File: src/rtl/mpc_mul_share_arbiter_if.sv
// Requester issue and tagged result buses of the shared MPC multiplier arbiter.
// The arbiter is the slave; the requester/consumer side is the master.
interface mpc_mul_share_arbiter_if #(
  parameter int N     = 3,
  parameter int TAG_W = 2
);
  logic [N-1:0]        req_valid;
  logic [N-1:0]        req_ready;
  logic [N*21-1:0]     req_a;
  logic [N*14-1:0]     req_b;
  logic                res_valid;
  logic                res_ready;
  logic [TAG_W-1:0]    res_tag;
  logic signed [34:0]  res_p;

  modport master (
    output req_valid, req_a, req_b, res_ready,
    input  req_ready, res_valid, res_tag, res_p
  );

  modport slave (
    input  req_valid, req_a, req_b, res_ready,
    output req_ready, res_valid, res_tag, res_p
  );
endinterface

File: src/rtl/mpc_mul_share_arbiter.sv
// Round-robin sharing of one pipelined 21s x 14u multiplier among N requesters.
// Issue tags ride a shift register alongside the multiplier; the pipe freezes under result backpressure.
module mpc_mul_share_arbiter #(
  parameter int N       = 3,
  parameter int TAG_W   = 2,
  parameter int MUL_LAT = 3
) (
  input  logic                 clk,
  input  logic                 rst,
  mpc_mul_share_arbiter_if.slave bus,
  output logic                 mul_ce,
  output logic signed [20:0]   mul_a,
  output logic [13:0]          mul_b,
  input  logic signed [34:0]   mul_p,
  output logic [31:0]          done_cnt
);
  localparam int A_W = 21;
  localparam int B_W = 14;

  logic [TAG_W-1:0]   rr_ptr;
  logic [TAG_W-1:0]   gnt;
  logic               gnt_vld;
  logic [TAG_W-1:0]   rr_next;
  logic [N-1:0]       ready_vec;
  logic [MUL_LAT-1:0] vld_sr;
  logic [TAG_W-1:0]   tag_sr [MUL_LAT];
  logic               res_vld;

  assign res_vld       = vld_sr[MUL_LAT-1];
  assign bus.res_valid = res_vld;
  assign bus.res_tag   = tag_sr[MUL_LAT-1];
  assign bus.res_p     = mul_p;
  assign bus.req_ready = ready_vec;

  // Round-robin grant: first valid requester scanning upward from rr_ptr
  always_comb begin
    logic [TAG_W:0]   sum;
    logic [TAG_W-1:0] idx;
    logic             hit;
    gnt     = rr_ptr;
    gnt_vld = 1'b0;
    sum     = {(TAG_W+1){1'b0}};
    idx     = {TAG_W{1'b0}};
    hit     = 1'b0;
    for (int k = 0; k < N; k++) begin
      sum     = {1'b0, rr_ptr} + (TAG_W+1)'(k);
      idx     = (sum >= (TAG_W+1)'(N)) ? TAG_W'(sum - (TAG_W+1)'(N)) : TAG_W'(sum);
      hit     = !gnt_vld && bus.req_valid[idx];
      gnt     = hit ? idx : gnt;
      gnt_vld = gnt_vld | hit;
    end
    rr_next = (gnt == TAG_W'(N-1)) ? {TAG_W{1'b0}} : gnt + TAG_W'(1);
  end

  // Issue side: stall control, ready strobes and operand mux
  always_comb begin
    logic sel;
    mul_ce    = !(res_vld && !bus.res_ready);
    ready_vec = {N{1'b0}};
    mul_a     = 21'sd0;
    mul_b     = 14'd0;
    sel       = 1'b0;
    for (int i = 0; i < N; i++) begin
      sel          = gnt_vld && (gnt == TAG_W'(i));
      ready_vec[i] = sel && mul_ce;
      mul_a        = sel ? $signed(bus.req_a[A_W*i +: A_W]) : mul_a;
      mul_b        = sel ? bus.req_b[B_W*i +: B_W] : mul_b;
    end
  end

  // Validity/tag tracking through the multiplier latency plus pointer advance
  always_ff @(posedge clk) begin
    if (rst) begin
      rr_ptr <= {TAG_W{1'b0}};
      vld_sr <= {MUL_LAT{1'b0}};
      for (int k = 0; k < MUL_LAT; k++) begin
        tag_sr[k] <= {TAG_W{1'b0}};
      end
    end else if (mul_ce) begin
      vld_sr    <= {vld_sr[MUL_LAT-2:0], gnt_vld};
      tag_sr[0] <= gnt;
      for (int k = 1; k < MUL_LAT; k++) begin
        tag_sr[k] <= tag_sr[k-1];
      end
      rr_ptr <= gnt_vld ? rr_next : rr_ptr;
    end
  end

  // Completed handoff counter, wraps naturally at 2^32
  always_ff @(posedge clk) begin
    if (rst) begin
      done_cnt <= 32'd0;
    end else if (res_vld && bus.res_ready) begin
      done_cnt <= done_cnt + 32'd1;
    end
  end
endmodule

File: src/flat_wrapper.sv
// flat-port wrapper written by rule: the top's interface ports become plain ports
module mpc_mul_share_arbiter_flat 
#(
  parameter int N       = 3,
  parameter int TAG_W   = 2,
  parameter int MUL_LAT = 3
)
  (clk, rst, mul_ce, mul_a, mul_b, mul_p, done_cnt, bus_req_valid, bus_req_a, bus_req_b, bus_res_ready, bus_req_ready, bus_res_valid, bus_res_tag, bus_res_p);
  mpc_mul_share_arbiter_if #(.N(N), .TAG_W(TAG_W)) bus_i ();
  input  logic clk;
  input  logic rst;
  output logic mul_ce;
  output logic signed [20:0] mul_a;
  output logic [13:0] mul_b;
  input  logic signed [34:0] mul_p;
  output logic [31:0] done_cnt;
  input wire logic [$bits(bus_i.req_valid)-1:0] bus_req_valid;
  input wire logic [$bits(bus_i.req_a)-1:0] bus_req_a;
  input wire logic [$bits(bus_i.req_b)-1:0] bus_req_b;
  input wire logic [$bits(bus_i.res_ready)-1:0] bus_res_ready;
  output wire logic [$bits(bus_i.req_ready)-1:0] bus_req_ready;
  output wire logic [$bits(bus_i.res_valid)-1:0] bus_res_valid;
  output wire logic [$bits(bus_i.res_tag)-1:0] bus_res_tag;
  output wire logic [$bits(bus_i.res_p)-1:0] bus_res_p;
  assign bus_i.req_valid = bus_req_valid;
  assign bus_i.req_a = bus_req_a;
  assign bus_i.req_b = bus_req_b;
  assign bus_i.res_ready = bus_res_ready;
  assign bus_req_ready = bus_i.req_ready;
  assign bus_res_valid = bus_i.res_valid;
  assign bus_res_tag = bus_i.res_tag;
  assign bus_res_p = bus_i.res_p;
  mpc_mul_share_arbiter #(.N(N), .TAG_W(TAG_W), .MUL_LAT(MUL_LAT)) u_core (.clk(clk), .rst(rst), .bus(bus_i), .mul_ce(mul_ce), .mul_a(mul_a), .mul_b(mul_b), .mul_p(mul_p), .done_cnt(done_cnt));
endmodule
File: config.mk
export PLATFORM = sky130hd
export DESIGN_NAME = mpc_mul_share_arbiter_flat
export DESIGN_NICKNAME = d
export VERILOG_FILES = /design/src/rtl/mpc_mul_share_arbiter_if.sv /design/src/rtl/mpc_mul_share_arbiter.sv /design/src/flat_wrapper.sv
export SDC_FILE = /design/constraint.sdc
export NUM_CORES = 1
export LEC_CHECK = 0
export BUFFER_PORTS_ARGS = -buffer_cell sky130_fd_sc_hd__clkbuf_2
export CAP_MARGIN = 20
export CORE_AREA = 2 2 99 101
export CTS_CLUSTER_SIZE = 16
export DETAILED_ROUTE_END_ITERATION = 12
export DIE_AREA = 0 0 101 103
export HOLD_SLACK_MARGIN = 0.03
export PLACE_DENSITY = 0.77
export SYNTH_ARGS = -nofsm -noshare
export SYNTH_HDL_FRONTEND = slang
export SYNTH_SLANG_ARGS = --single-unit
File: constraint.sdc
create_clock -name clk -period 6.3 [get_ports clk]
set_clock_uncertainty 0.05 [all_clocks]
set_input_delay 1.26 -clock clk [delete_from_list [all_inputs] [get_ports clk]]
set_output_delay 1.26 -clock clk [all_outputs]
set_load 0.03 [all_outputs]
# Yosys cells after proc, flatten, opt, wreduce, memory -nomap -nowiden
# Memory sizes are Yosys's and may differ from the RTL's.
# Cells that the tools add are included.
[word_totals]
mem_count = 1
reg_bits = 37
ramBits = 6
[memory_table]
columns = ["name", "depth", "word_bits", "read_ports", "rd_clocked_by_memory_dff", "write_ports", "line_no", "rtl"]
rows = [
  ["u_core.tag_sr", 3, 2, 3, 0, 3, "mpc_mul_share_arbiter.sv:26", "logic [TAG_W-1:0] tag_sr [MUL_LAT];"],
]
[classes]
n_addsub = 7
n_eq_ne = 2
n_reduce_logical = 16
muxes = 27
bitwise = 6
n_lt_le_gt_ge = 6
[ops]
columns = ["operator", "n"]
rows = [
  ["21-bit two-way mux", 3],
  ["14-bit two-way mux", 3],
  ["32-bit by 1-bit adder with 32-bit output (second input constant)", 1],
  ["2-bit two-way mux", 10],
  ["1-bit logical AND", 10],
  ["2-bit by 3-bit less-than comparator with 1-bit output (second input constant)", 3],
  ["1-bit two-way mux", 8],
  ["1-bit binary-select mux with 2-bit select", 3],
  ["3-bit by 2-bit >= comparator with 1-bit output (second input constant)", 2],
  ["2-bit subtractor (second input constant)", 3],
  ["1-bit OR", 5],
  ["1-bit zero test", 4],
  ["2-bit by 1-bit adder with 3-bit output (second input constant)", 1],
  ["2-bit by 2-bit adder with 3-bit output (second input constant)", 1],
  ["2-bit by 1-bit adder with 2-bit output (second input constant)", 1],
  ["2-bit by 1-bit == test with 1-bit output (second input constant)", 1],
  ["2-bit == test (second input constant)", 1],
  ["2-bit >= comparator (second input constant)", 1],
  ["2-bit zero test", 1],
  ["2-bit AND reduction", 1],
  ["1-bit NOT", 1],
]

# Logic depth before layout (Yosys ltp)
# Gate-level depths: netlist of run 1.
[depth]
word_depth = 15
mapped_depth = 11
mapped_depth_nobuf = 7

# Worst setup path before layout of run 1
# OpenSTA, ideal clock, no wires.
[synth_path]
path_type = "input to output"
from = "in bus_req_valid[0]"
to = "out mul_a[20]"
t_arrival_ps = 2940
t_required_ps = 4990
slack_ps = 2050
stages = 5
cell_sequence = "mux2_4 -> a2111oi_2 -> o21ai_1 -> o21a_4 -> o21ai_0"
[synth_between]
elab_chain_cells = 13
elab_cells_between_ends = 24
[synth_rtl]
columns = ["item", "line_no", "rtl"]
rows = [
  ["start, declared", "flat_wrapper.sv:17", "input wire logic [$bits(bus_i.req_valid)-1:0] bus_req_valid;"],
  ["1-bit binary-select mux with 2-bit select", "mpc_mul_share_arbiter.sv:48", "hit = !gnt_vld && bus.req_valid[idx];"],
  ["1-bit two-way mux (implied by the code)", "mpc_mul_share_arbiter.sv:48", ""],
  ["1-bit zero test", "mpc_mul_share_arbiter.sv:48", ""],
  ["1-bit logical AND", "mpc_mul_share_arbiter.sv:48", ""],
  ["1-bit OR", "mpc_mul_share_arbiter.sv:50", "gnt_vld = gnt_vld | hit;"],
  ["1-bit zero test", "mpc_mul_share_arbiter.sv:48", ""],
  ["1-bit logical AND", "mpc_mul_share_arbiter.sv:48", ""],
  ["2-bit two-way mux", "mpc_mul_share_arbiter.sv:49", "gnt = hit ? idx : gnt;"],
  ["2-bit zero test", "mpc_mul_share_arbiter.sv:64", "sel = gnt_vld && (gnt == TAG_W'(i));"],
  ["1-bit logical AND", "mpc_mul_share_arbiter.sv:64", ""],
  ["21-bit two-way mux (2 in series)", "mpc_mul_share_arbiter.sv:66", "mul_a = sel ? $signed(bus.req_a[A_W*i +: A_W]) : mul_a;"],
  ["21-bit two-way mux (*)", "mpc_mul_share_arbiter.sv:66", ""],
  ["end, declared", "flat_wrapper.sv:13", "output logic signed [20:0] mul_a;"],
]
# Mark *: on every way between the ends. The rest lies on a longest branch, timed or not. The select of a mux whose other input is x is not followed.

# Final worst setup path of run 1
[layout_path]
from = "reg u_core.rr_ptr[0]"
to = "out mul_b[2]"
[layout_between]
elab_chain_cells = 15
elab_cells_between_ends = 35
[layout_rtl]
columns = ["item", "line_no", "rtl"]
rows = [
  ["start, declared", "mpc_mul_share_arbiter.sv:20", "logic [TAG_W-1:0] rr_ptr;"],
  ["start signal, assigned", "mpc_mul_share_arbiter.sv:74", "rr_ptr <= {TAG_W{1'b0}};"],
  ["start signal, assigned", "mpc_mul_share_arbiter.sv:85", "rr_ptr <= gnt_vld ? rr_next : rr_ptr;"],
  ["2-bit by 1-bit adder with 3-bit output, or another cell as far along", "mpc_mul_share_arbiter.sv:46", "sum = {1'b0, rr_ptr} + (TAG_W+1)'(k);"],
  ["3-bit by 2-bit >= comparator with 1-bit output, or another cell as far along", "mpc_mul_share_arbiter.sv:47", "idx = (sum >= (TAG_W+1)'(N)) ? TAG_W'(sum - (TAG_W+1)'(N)) : TAG_W'(sum);"],
  ["2-bit two-way mux / 1-bit binary-select mux with 2-bit select (equally long branches)", "mpc_mul_share_arbiter.sv:47, mpc_mul_share_arbiter.sv:48", ""],
  ["1-bit binary-select mux with 2-bit select / 1-bit two-way mux (equally long branches)", "mpc_mul_share_arbiter.sv:48", ""],
  ["1-bit two-way mux (implied by the code) / 1-bit zero test (equally long branches)", "mpc_mul_share_arbiter.sv:48", ""],
  ["1-bit logical AND", "mpc_mul_share_arbiter.sv:48", ""],
  ["1-bit OR", "mpc_mul_share_arbiter.sv:50", ""],
  ["1-bit zero test", "mpc_mul_share_arbiter.sv:48", ""],
  ["1-bit logical AND", "mpc_mul_share_arbiter.sv:48", ""],
  ["2-bit two-way mux", "mpc_mul_share_arbiter.sv:49", ""],
  ["2-bit zero test", "mpc_mul_share_arbiter.sv:64", ""],
  ["1-bit logical AND", "mpc_mul_share_arbiter.sv:64", ""],
  ["14-bit two-way mux (2 in series)", "mpc_mul_share_arbiter.sv:67", "mul_b = sel ? bus.req_b[B_W*i +: B_W] : mul_b;"],
  ["14-bit two-way mux (*)", "mpc_mul_share_arbiter.sv:67", ""],
  ["end, declared", "flat_wrapper.sv:14", "output logic [13:0] mul_b;"],
]
# Marked as above.

==> run_results.csv, run 1 <==
group,metric,value,unit
logic_synthesis,synthAdderAreaFrac,0.0148,
grt,grt_max_degree,43,
logic_synthesis,syn-cell-area,3390,um^2
clock_tree,cts_resized,0,
logic_synthesis,synth_top_area_frac,0.218,
logic_synthesis,yosysWarnings,0,
logic_synthesis,synthSimpleGateAreaFrac,0.232,
floorplan,die_w,101,um
grt,antenna_found_initial,0,
routing,wl_per_cell,16.5,um
worst_setup_path,crit_buf_inv,3,
hold_path,min_path_type,"reg -> reg",
place,dp.final_hpwl,8580,um
floorplan,core_area,9460,um^2
clock_tree,path_clk_slew,0.08,ns
timing,fmax,211,MHz
final_layout,fillers,976,
grt,met3_usage,0.0427,
routing,drt-pass1-iter-count,4,
routing,drtIter0Drc,210,
routing,drt-total-wl,11000,um
clock_tree,htreeDepth,2,
worst_setup_path,slowest_stage,"ha_1",
logic_synthesis,synth_area_leader_cell,"dfxtp_1",
grt,grt_overflow,0,
logic_synthesis,ys.flop_type,"dfxtp_1",
logic_synthesis,muxShareOfSynthArea,0.0292,
worst_setup_path,path_depth,9,
logic_synthesis,synth_top_family_by_area,"compound AO/OA/AOI/OAI gates",
final_layout,antenna-diode-count,0,
final_layout,multi_input_comb_area,1930,um^2
grt,grt_usage,0.184,
routing,vias,3660,
timing,maxSlewViolCount,0,
grt,busiest_layer,"met2",
timing,slew_headroom,0.445,
power,p_per_area,496,nW/um^2
worst_setup_path,critPathCaptureType,"output port",
clock_tree,ctsHoldBuffers,0,
floorplan,fp.dieArea,10400,um^2
clock_tree,cts_root_buf,"clkbuf_8",
worst_setup_path,worstPathMaxFanout,39,
logic_synthesis,ys_ff_latch,43,
logic_synthesis,synth-async-reset-ratio,0,
logic_synthesis,synth-edff-count,6,
power,total_leakage_power,1.86,nW
grt,grt_pass1_wl,15200,um
timing,fin_crit_sh,0.753,
worst_setup_path,max_stage_delay,0.62,ns
routing,via_per_inst,5.51,
logic_synthesis,ys_top_cells_by_area,"dfxtp_1 (22%), a32oi_1 (9.0%), buf_4 (8.9%), nand3_1 (6.9%), edfxtp_1 (5.3%)",
timing,tightest_slew,0.832,ns
logic_synthesis,yosysSeqAreaShare,0.272,
worst_setup_path,cp_top_family,"compound AO/OA/AOI/OAI gates",
logic_synthesis,syn-mean-instance-area,8.09,um^2
timing,fin_crit,4.74,ns
final_layout,seq_area,921,um^2
logic_synthesis,synth-xor-area-share,0.0568,
status,outcome,"complete, no violations",
clock_tree,clk_latency,0.29,ns
place,routabilityCongestion,0.875,
logic_synthesis,synth.distinct_cells,54,
worst_setup_path,rr_worst_depth,8,
worst_setup_path,worstPathRequired,4.99,ns
clock_tree,clockBufferDepth,2,
worst_setup_path,startpoint_type,"register",
clock_tree,cts_tree,"built",
worst_setup_path,crit_arrival,3.43,ns
logic_synthesis,synth_compound_area_frac,0.236,
timing,fin_tns_setup,0,ns
timing,rsz0062_at_grt,"no",
power,irDropWorstVdd,473,uV
clock_tree,cts.sinks,43,
timing,setup_viol,0,
hold_path,hold_depth,2,
clock_tree,cts_setup_buffers,0,
floorplan,initial_core_util,0.358,
floorplan,dieHeight,103,um
worst_setup_path,critPathKind,"reg -> out",
grt,grt_use_met1,0.252,
logic_synthesis,postSynthCellCount,419,
place,io_buffers,184,
place,dp.cells,653,
final_layout,layout.cells.non_filler,664,
worst_setup_path,path_cells,"inv_1, ha_1, mux2i_1, o221a_2, o31ai_4, buf_4, o21a_4, o21ai_0, clkbuf_2",
grt,met2_usage,0.286,
logic_synthesis,syn_nets,569,
floorplan,io_pins,255,
routing,antenna_left,0,
flow_run,cap_violations,0,
final_layout,num-nets-final,699,
final_layout,drive_gt1_frac,0.393,
timing,hold_viol_final,0,
grt,grt_pass1_vias,3065,
routing,drc,0,
floorplan,row_count,36,
final_layout,syn_to_final_growth,22.8,%
clock_tree,cts_made_buffers,5,
[cell families (layout without fill, tap and decap cells)]
logic type	Yosys count	in the layout
AO/OA/AOI/OAI	110	110
flip-flops	43	43
AND/OR/NAND/NOR	148	148
XOR/XNOR	22	22
buffers and inverters	83	214
multiplexers	9	9
adder cells (fa/ha/maj)	4	4
[path summary, 6_finish.rpt]
kind	startpoint	slack, ns	to
worst max-delay path	u_core.rr_ptr[0]$_SDFFE_PP0P_	1.56	mul_b[2]
worst min-delay path	u_core.vld_sr[1]$_SDFFE_PP0N_	0.41	u_core.vld_sr[1]$_SDFFE_PP0N_
worst max register to register	u_core.rr_ptr[0]$_SDFFE_PP0P_	3.38	u_core.rr_ptr[0]$_SDFFE_PP0P_
worst min register to register	u_core.vld_sr[1]$_SDFFE_PP0N_	0.41	u_core.vld_sr[1]$_SDFFE_PP0N_
[cell usage in the layout (no fill, tap or decap), drive strengths merged, types with 7 or more instances in the layout]
cell and count:
nand2 13, or3 7, dfxtp 37, o21ai 47
nor4 7, inv 14, a32oi 35, xnor2 19
clkbuf 191, and2 8, a21oi 8, nor3 9
nand3 48, buf 8, nor2 33
[through the flow]
step           setup slack (ns)  area [um^2]  utilization  hold WS, ns  power [mW]
4_1_cts                    1.30         4090        0.433        0.411        2.00
5_1_grt                    1.34         4160        0.440        0.433        2.19
3_3_place_gp               1.40         4000        0.422        0.396        1.79
2_1_floorplan              2.05         3390            -        0.382        1.57
6_report                   1.56         4160        0.440        0.410        2.06
3_5_place_dp               1.30         4010        0.424        0.401        1.83
[sequential cells by signal, summed over array words and instances, names as in the netlist]
| register | count |
|---|---|
| u_core.tag_sr | 6 |
| u_core.vld_sr | 3 |
| u_core.done_cnt | 32 |
| u_core.rr_ptr | 2 |
[where the power goes]
part | switching (mW) | internal [mW]
sequential | 0.0107 | 0.298
clock | 0.0884 | 0.0778
combinational | 1.10 | 0.489
total | 1.20 | 0.864
[routing by layer]
| metal | part of all wire | wire, um |
|---|---|---|
| met1 | 0.42 | 4550 |
| met3 | 0.072 | 795 |
| met4 | 0.025 | 270 |
| met5 | 0 | 0 |
| met2 | 0.49 | 5350 |
[worst min-delay path: stages (launching register included)]
cell     delay (ns)
dfxtp_1        0.32
nand2_1        0.05
a21oi_1        0.05
[synthesized netlist by cell type, types with 2 or more instances]
master,count
nand3b_1,2
nand4_1,4
nor2b_1,4
a21oi_1,8
nor4_1,6
a32oi_1,35
o22a_1,2
and3b_1,2
ha_1,4
xor2_1,3
nand3_1,47
mux2i_1,5
mux2_2,3
nor3_1,9
buf_2,9
o21ai_0,14
nand2_1,13
a22oi_1,2
nand2b_1,2
dfxtp_1,37
or3_1,7
o21ai_1,31
nor2_1,33
and2_1,8
and3_1,4
buf_6,9
o31ai_1,2
edfxtp_1,6
buf_4,40
clkbuf_1,11
xnor2_1,19
o311a_1,2
o21ai_2,2
inv_1,14
[area by class of cell]
type	count	area share
timing repair buffer	192	0.249
inverter	14	0.0126
sequential	43	0.221
multi-input combinational	293	0.463
tap	114	0.0343
clock inverter	1	0.00120
clock buffer	7	0.0183
Power figures use the tool's default switching activity.
==> inputs of run 2 (changes only) <==
ABC_AREA = 1   (was unset)
CORE_AREA = unset   (was 2 2 99 101)
CORE_ASPECT_RATIO = 0.8   (was unset)
CORE_MARGIN = 2   (was unset)
CORE_UTILIZATION = 38   (was unset)
DIE_AREA = unset   (was 0 0 101 103)
PLACE_DENSITY = 0.8   (was 0.77)
clock period = 4.3 ns   (was 6.3 ns; I/O delays follow)
==> run_results.csv, run 2 <==
group,metric,value,unit
logic_synthesis,synth_top_area_frac,0.199,
grt,grt_max_degree,75,
grt,grt_overflow,0,
logic_synthesis,yosysWarnings,0,
routing,wl_per_cell,15.0,um
floorplan,core_area,9610,um^2
clock_tree,cts_setup_buffers,0,
logic_synthesis,syn_nets,706,
logic_synthesis,ys.flop_type,"dfxtp_1",
flow_run,cap_violations,0,
timing,maxSlewViolCount,0,
clock_tree,ctsHoldBuffers,0,
logic_synthesis,synth_area_leader_cell,"dfxtp_1",
final_layout,drive_gt1_frac,0.325,
logic_synthesis,yosysSeqAreaShare,0.247,
clock_tree,cts_tree,"built",
logic_synthesis,synth.distinct_cells,33,
final_layout,syn_to_final_growth,21.4,%
routing,drtIter0Drc,430,
timing,tightest_slew,0.898,ns
logic_synthesis,synth-async-reset-ratio,0,
logic_synthesis,syn-cell-area,3730,um^2
timing,fin_crit,3.97,ns
timing,hold_viol_final,0,
routing,antenna_left,0,
floorplan,dieHeight,92.6,um
grt,antenna_found_initial,0,
status,outcome,"complete, no violations",
hold_path,min_path_type,"reg -> reg",
timing,setup_viol,0,
place,dp.final_hpwl,9110,um
clock_tree,clk_latency,0.28,ns
worst_setup_path,reg2reg_to,"u_core.rr_ptr[0]$_SDFFE_PP0P_",
routing,drc,0,
clock_tree,htreeDepth,2,
final_layout,mostFrequentLayoutCell,"clkbuf_2",
worst_setup_path,endpoint,"mul_a[18]",
worst_setup_path,critPathKind,"reg -> out",
floorplan,fp.dieArea,10600,um^2
clock_tree,cts_made_buffers,5,
worst_setup_path,startpoint_type,"register",
clock_tree,clockBufferDepth,2,
worst_setup_path,cp-startpoint,"u_core.rr_ptr[0]$_SDFFE_PP0P_",
floorplan,row_count,32,
routing,drt-total-wl,12000,um
logic_synthesis,ys_ff_latch,43,
logic_synthesis,syn-mean-instance-area,6.70,um^2
place,routabilityCongestion,0.941,
clock_tree,path_clk_slew,0.06,ns
worst_setup_path,crit_arrival,3.06,ns
timing,slew_headroom,0.401,
timing,fmax,252,MHz
timing,fin_tns_setup,0,ns
clock_tree,cts_root_buf,"clkbuf_16",
logic_synthesis,synth-edff-count,6,
final_layout,final_core_util,0.471,
final_layout,antenna-diode-count,0,
timing,rsz0062_at_grt,"no",
grt,grt_pass1_vias,3497,
grt,grt_usage,0.205,
logic_synthesis,postSynthCellCount,556,
routing,via_per_inst,5.41,
worst_setup_path,rr_startpoint,"u_core.rr_ptr[0]$_SDFFE_PP0P_",
final_layout,final_cell_mix,"clkbuf_2 (184), nand4_1 (112), nand2_1 (70)",
final_layout,num-nets-final,833,
final_layout,largest-register,"u_core.done_cnt",
place,io_buffers,184,
floorplan,io_pins,255,
worst_setup_path,rrSetupSlack,1.68,ns
timing,fin_crit_sh,0.923,
final_layout,largest_reg_flops,32,
logic_synthesis,synthTopCellsByCount,"nand4_1 (112), nand2_1 (71), nand3_1 (66), inv_1 (49), nor2_1 (47)",
worst_setup_path,worstPathRequired,3.39,ns
floorplan,die_w,115,um
final_layout,top_regs,"u_core.done_cnt: 32 flops, u_core.tag_sr: 6 flops, u_core.vld_sr: 3 flops",
logic_synthesis,ys_top_cells_by_area,"dfxtp_1 (20%), nand4_1 (19%), nand3_1 (8.9%), buf_4 (8.3%), nand2_1 (7.2%)",
grt,grt_pass1_wl,17600,um
routing,drt-pass1-iter-count,5,
logic_synthesis,yosysMostFrequentCell,"nand4_1",
floorplan,initial_core_util,0.388,
worst_setup_path,worstPathMaxFanout,23,
worst_setup_path,critPathCaptureType,"output port",
worst_setup_path,rr_worst_depth,10,
clock_tree,cts.sinks,43,
routing,vias,4341,
run 2: cell count changes in the layout (fill, tap and decap cells not counted), sizes merged, moves of 18 or more:
cell	delta
nand2	+66
nand4	+107
inv	+38
xnor2	-18
a32oi	-35
o21ai	-29
nand3	+22
run 2: repair_timing:
action / CTS / global route
hold endpoints to repair: 0 / 0
endpoints found under the setup margin: 0 / 17
gates resized for setup: 0 / 0
run 2: area by class of cell:
class                   count  area, um^2
repair buffers            192        1020
clock buffers               7         143
fillers                   987        5080
well taps                 119         149
flip-flops and latches     43         921
multi-input cells         388        2090
clock inverters             1        5.00
inverters                  53         199
run 2: how the worst min path moves through the flow:
stage | slack (ns) | from | to | cells past startpoint
5_1_grt | 0.46 | u_core.vld_sr[1]$_SDFFE_PP0N_ | u_core.vld_sr[1]$_SDFFE_PP0N_ | 2
3_3_place_gp | 0.41 | u_core.vld_sr[0]$_SDFFE_PP0N_ | u_core.vld_sr[0]$_SDFFE_PP0N_ | 2
3_5_place_dp | 0.41 | u_core.vld_sr[0]$_SDFFE_PP0N_ | u_core.vld_sr[0]$_SDFFE_PP0N_ | 2
4_1_cts | 0.42 | u_core.vld_sr[0]$_SDFFE_PP0N_ | u_core.vld_sr[0]$_SDFFE_PP0N_ | 2
2_1_floorplan | 0.39 | u_core.vld_sr[0]$_SDFFE_PP0N_ | u_core.vld_sr[0]$_SDFFE_PP0N_ | 2
6_report | 0.42 | u_core.vld_sr[0]$_SDFFE_PP0N_ | u_core.vld_sr[0]$_SDFFE_PP0N_ | 2
run 2: cell families (layout without fill, tap and decap cells):
| family | after synthesis | count (layout) | share of synthesized area |
|---|---|---|---|
| AOI/OAI and AO/OA | 41 | 42 | 0.0628 |
| and+or+nand+nor | 334 | 334 | 0.460 |
| DFF | 43 | 43 | 0.247 |
| adders and majority gates | 4 | 4 | 0.0134 |
| buffers and inverters | 126 | 253 | 0.198 |
| xor gates and xnor gates | 8 | 8 | 0.0188 |
run 2: per-layer routing:
metal,global-route usage,share of wire,vias to the layer above
met5,0,0,-
met4,0.0753,0.033,0
met3,0.0419,0.083,46
met2,0.286,0.43,185
met1,0.307,0.46,1929
li1,-,-,2181
run 2: stage by stage:
step                      setup slack (ns)  instances  hold slack [ns]  cell area [um^2]
after global routing                 0.148        803            0.464              4520
after global placement               0.357        794            0.408              4370
after CTS                            0.136        802            0.420              4510
after floorplan                      0.927        556            0.394              3730
final                                0.331        803            0.423              4520
after detailed placement             0.301        794            0.411              4370
run 2: critical path: stages, from the launching register on:
cell and delay [ns]:
dfxtp_1 0.37, inv_1 0.10, ha_1 0.41, o21ai_1 0.23, nand2_2 0.11, nand3_2 0.12
nand2_2 0.13, o21bai_2 0.73, nand4_1 0.20, nand3_1 0.13, clkbuf_2 0.23
Power of run 2 is not shown: default switching activity piles up to over one toggle a cycle in this logic, so the estimate is an artifact.
==> inputs of run 3 (changes only) <==
clock period = 3.57 ns   (was 4.3 ns; I/O delays follow)
==> run_results.csv, run 3 (synthesis results as in run 2) <==
group,metric,value,unit
timing,fin_tns_setup,0,ns
final_layout,final_core_util,0.494,
final_layout,largest_reg_flops,32,
final_layout,antenna-diode-count,0,
final_layout,final_cell_mix,"clkbuf_2 (182), nand4_1 (112), nand2_1 (69)",
worst_setup_path,crit_arrival,2.61,ns
worst_setup_path,critPathCaptureType,"output port",
clock_tree,cts_made_buffers,5,
routing,vias,4485,
floorplan,row_count,32,
timing,fmax,296,MHz
clock_tree,path_clk_slew,0.06,ns
status,outcome,"complete, no violations",
final_layout,num-nets-final,847,
routing,drt-total-wl,12500,um
grt,grt_max_degree,59,
worst_setup_path,startpoint_type,"register",
place,routabilityCongestion,0.952,
floorplan,dieHeight,92.6,um
grt,grt_overflow,0,
clock_tree,clockBufferDepth,2,
final_layout,drive_gt1_frac,0.345,
timing,rsz0062_at_grt,"no",
clock_tree,cts_tree,"built",
clock_tree,cts.sinks,43,
floorplan,io_pins,255,
flow_run,cap_violations,0,
final_layout,top_regs,"u_core.done_cnt: 32 flops, u_core.tag_sr: 6 flops, u_core.vld_sr: 3 flops",
routing,antenna_left,0,
floorplan,initial_core_util,0.388,
grt,grt_pass1_vias,3592,
clock_tree,htreeDepth,2,
clock_tree,clk_latency,0.28,ns
grt,grt_pass1_wl,18200,um
worst_setup_path,critPathKind,"reg -> out",
routing,drtIter0Drc,565,
grt,grt_usage,0.209,
place,io_buffers,184,
routing,drc,0,
worst_setup_path,worstPathRequired,2.81,ns
timing,tightest_slew,0.501,ns
routing,drt-pass1-iter-count,5,
floorplan,core_area,9610,um^2
floorplan,die_w,115,um
worst_setup_path,worstPathMaxFanout,9,
final_layout,multi_input_comb_area,2120,um^2
timing,setup_viol,0,
final_layout,fillers,977,
final_layout,syn_to_final_growth,27.3,%
floorplan,fp.dieArea,10600,um^2
final_layout,largest-register,"u_core.done_cnt",
place,dp.final_hpwl,9390,um
routing,wl_per_cell,15.2,um
routing,via_per_inst,5.49,
hold_path,min_path_type,"reg -> reg",
timing,hold_viol_final,0,
timing,fin_crit_sh,0.945,
timing,maxSlewViolCount,0,
timing,fin_crit,3.37,ns
clock_tree,ctsHoldBuffers,0,
clock_tree,cts_root_buf,"clkbuf_16",
grt,antenna_found_initial,0,
final_layout,mostFrequentLayoutCell,"clkbuf_2",
timing,slew_headroom,0.663,
final_layout,seq_area,922,um^2
[run 3: cell types whose count changed in the layout (fill, tap and decap cells not counted), moves of 2 or more]
cell	before	now
buf_4	5	12
clkbuf_2	184	182
buf_2	0	2
clkbuf_16	5	7
buf_12	3	7
[run 3: stage by stage]
step	setup WS (ns)	cell area (um^2)	cells	hold WS, ns
2_1_floorplan	0.412	3730	556	0.394
3_3_place_gp	0.282	4430	798	0.404
3_5_place_dp	0.235	4430	798	0.406
4_1_cts	0.0536	4590	807	0.415
5_1_grt	0.00607	4740	817	0.456
6_report	0.196	4740	817	0.413
[run 3: critical path: stages (launching register included)]
cell	delay (ns)
dfxtp_1	0.37
inv_1	0.14
ha_4	0.33
inv_2	0.07
nand2_2	0.06
nand3_2	0.06
nand2_2	0.10
nand3_2	0.14
nor2_4	0.16
o21bai_4	0.16
buf_12	0.15
buf_4	0.16
nand4_1	0.08
nand3_1	0.12
buf_2	0.21
[run 3: layer usage]
| layer | wire (um) | global-route usage |
|---|---|---|
| met5 | 0 | 0 |
| met4 | 413 | 0.0823 |
| met3 | 972 | 0.0419 |
| met2 | 5390 | 0.289 |
| met1 | 5670 | 0.314 |
[run 3: area by class of cell]
cell class | count | share of cell area
Clock inverter | 2 | 0.00264
Tap cell | 119 | 0.0314
Multi-Input combinational cell | 388 | 0.447
Timing Repair Buffer | 206 | 0.256
Sequential cell | 43 | 0.194
Inverter | 53 | 0.0419
Clock buffer | 6 | 0.0272
[run 3: final timing paths]
kind	startpoint	depth (start not counted)	slack [ns]	end
max reg2reg	u_core.rr_ptr[0]$_SDFFE_PP0P_	13	1.31	u_core.rr_ptr[0]$_SDFFE_PP0P_
min reg2reg	u_core.vld_sr[0]$_SDFFE_PP0N_	2	0.41	u_core.vld_sr[0]$_SDFFE_PP0N_
min	u_core.vld_sr[0]$_SDFFE_PP0N_	2	0.41	u_core.vld_sr[0]$_SDFFE_PP0N_
max	u_core.rr_ptr[0]$_SDFFE_PP0P_	14	0.20	mul_b[10]
[run 3: repair_timing]
item                                    in CTS  in global routing
pin swaps                                    1                  1
gates cloned                                 1                  2
endpoints found under the setup margin      27                 37
resized for setup                            0                 11
buffers inserted                             0                  8
Power of run 3 is left out for the same reason.
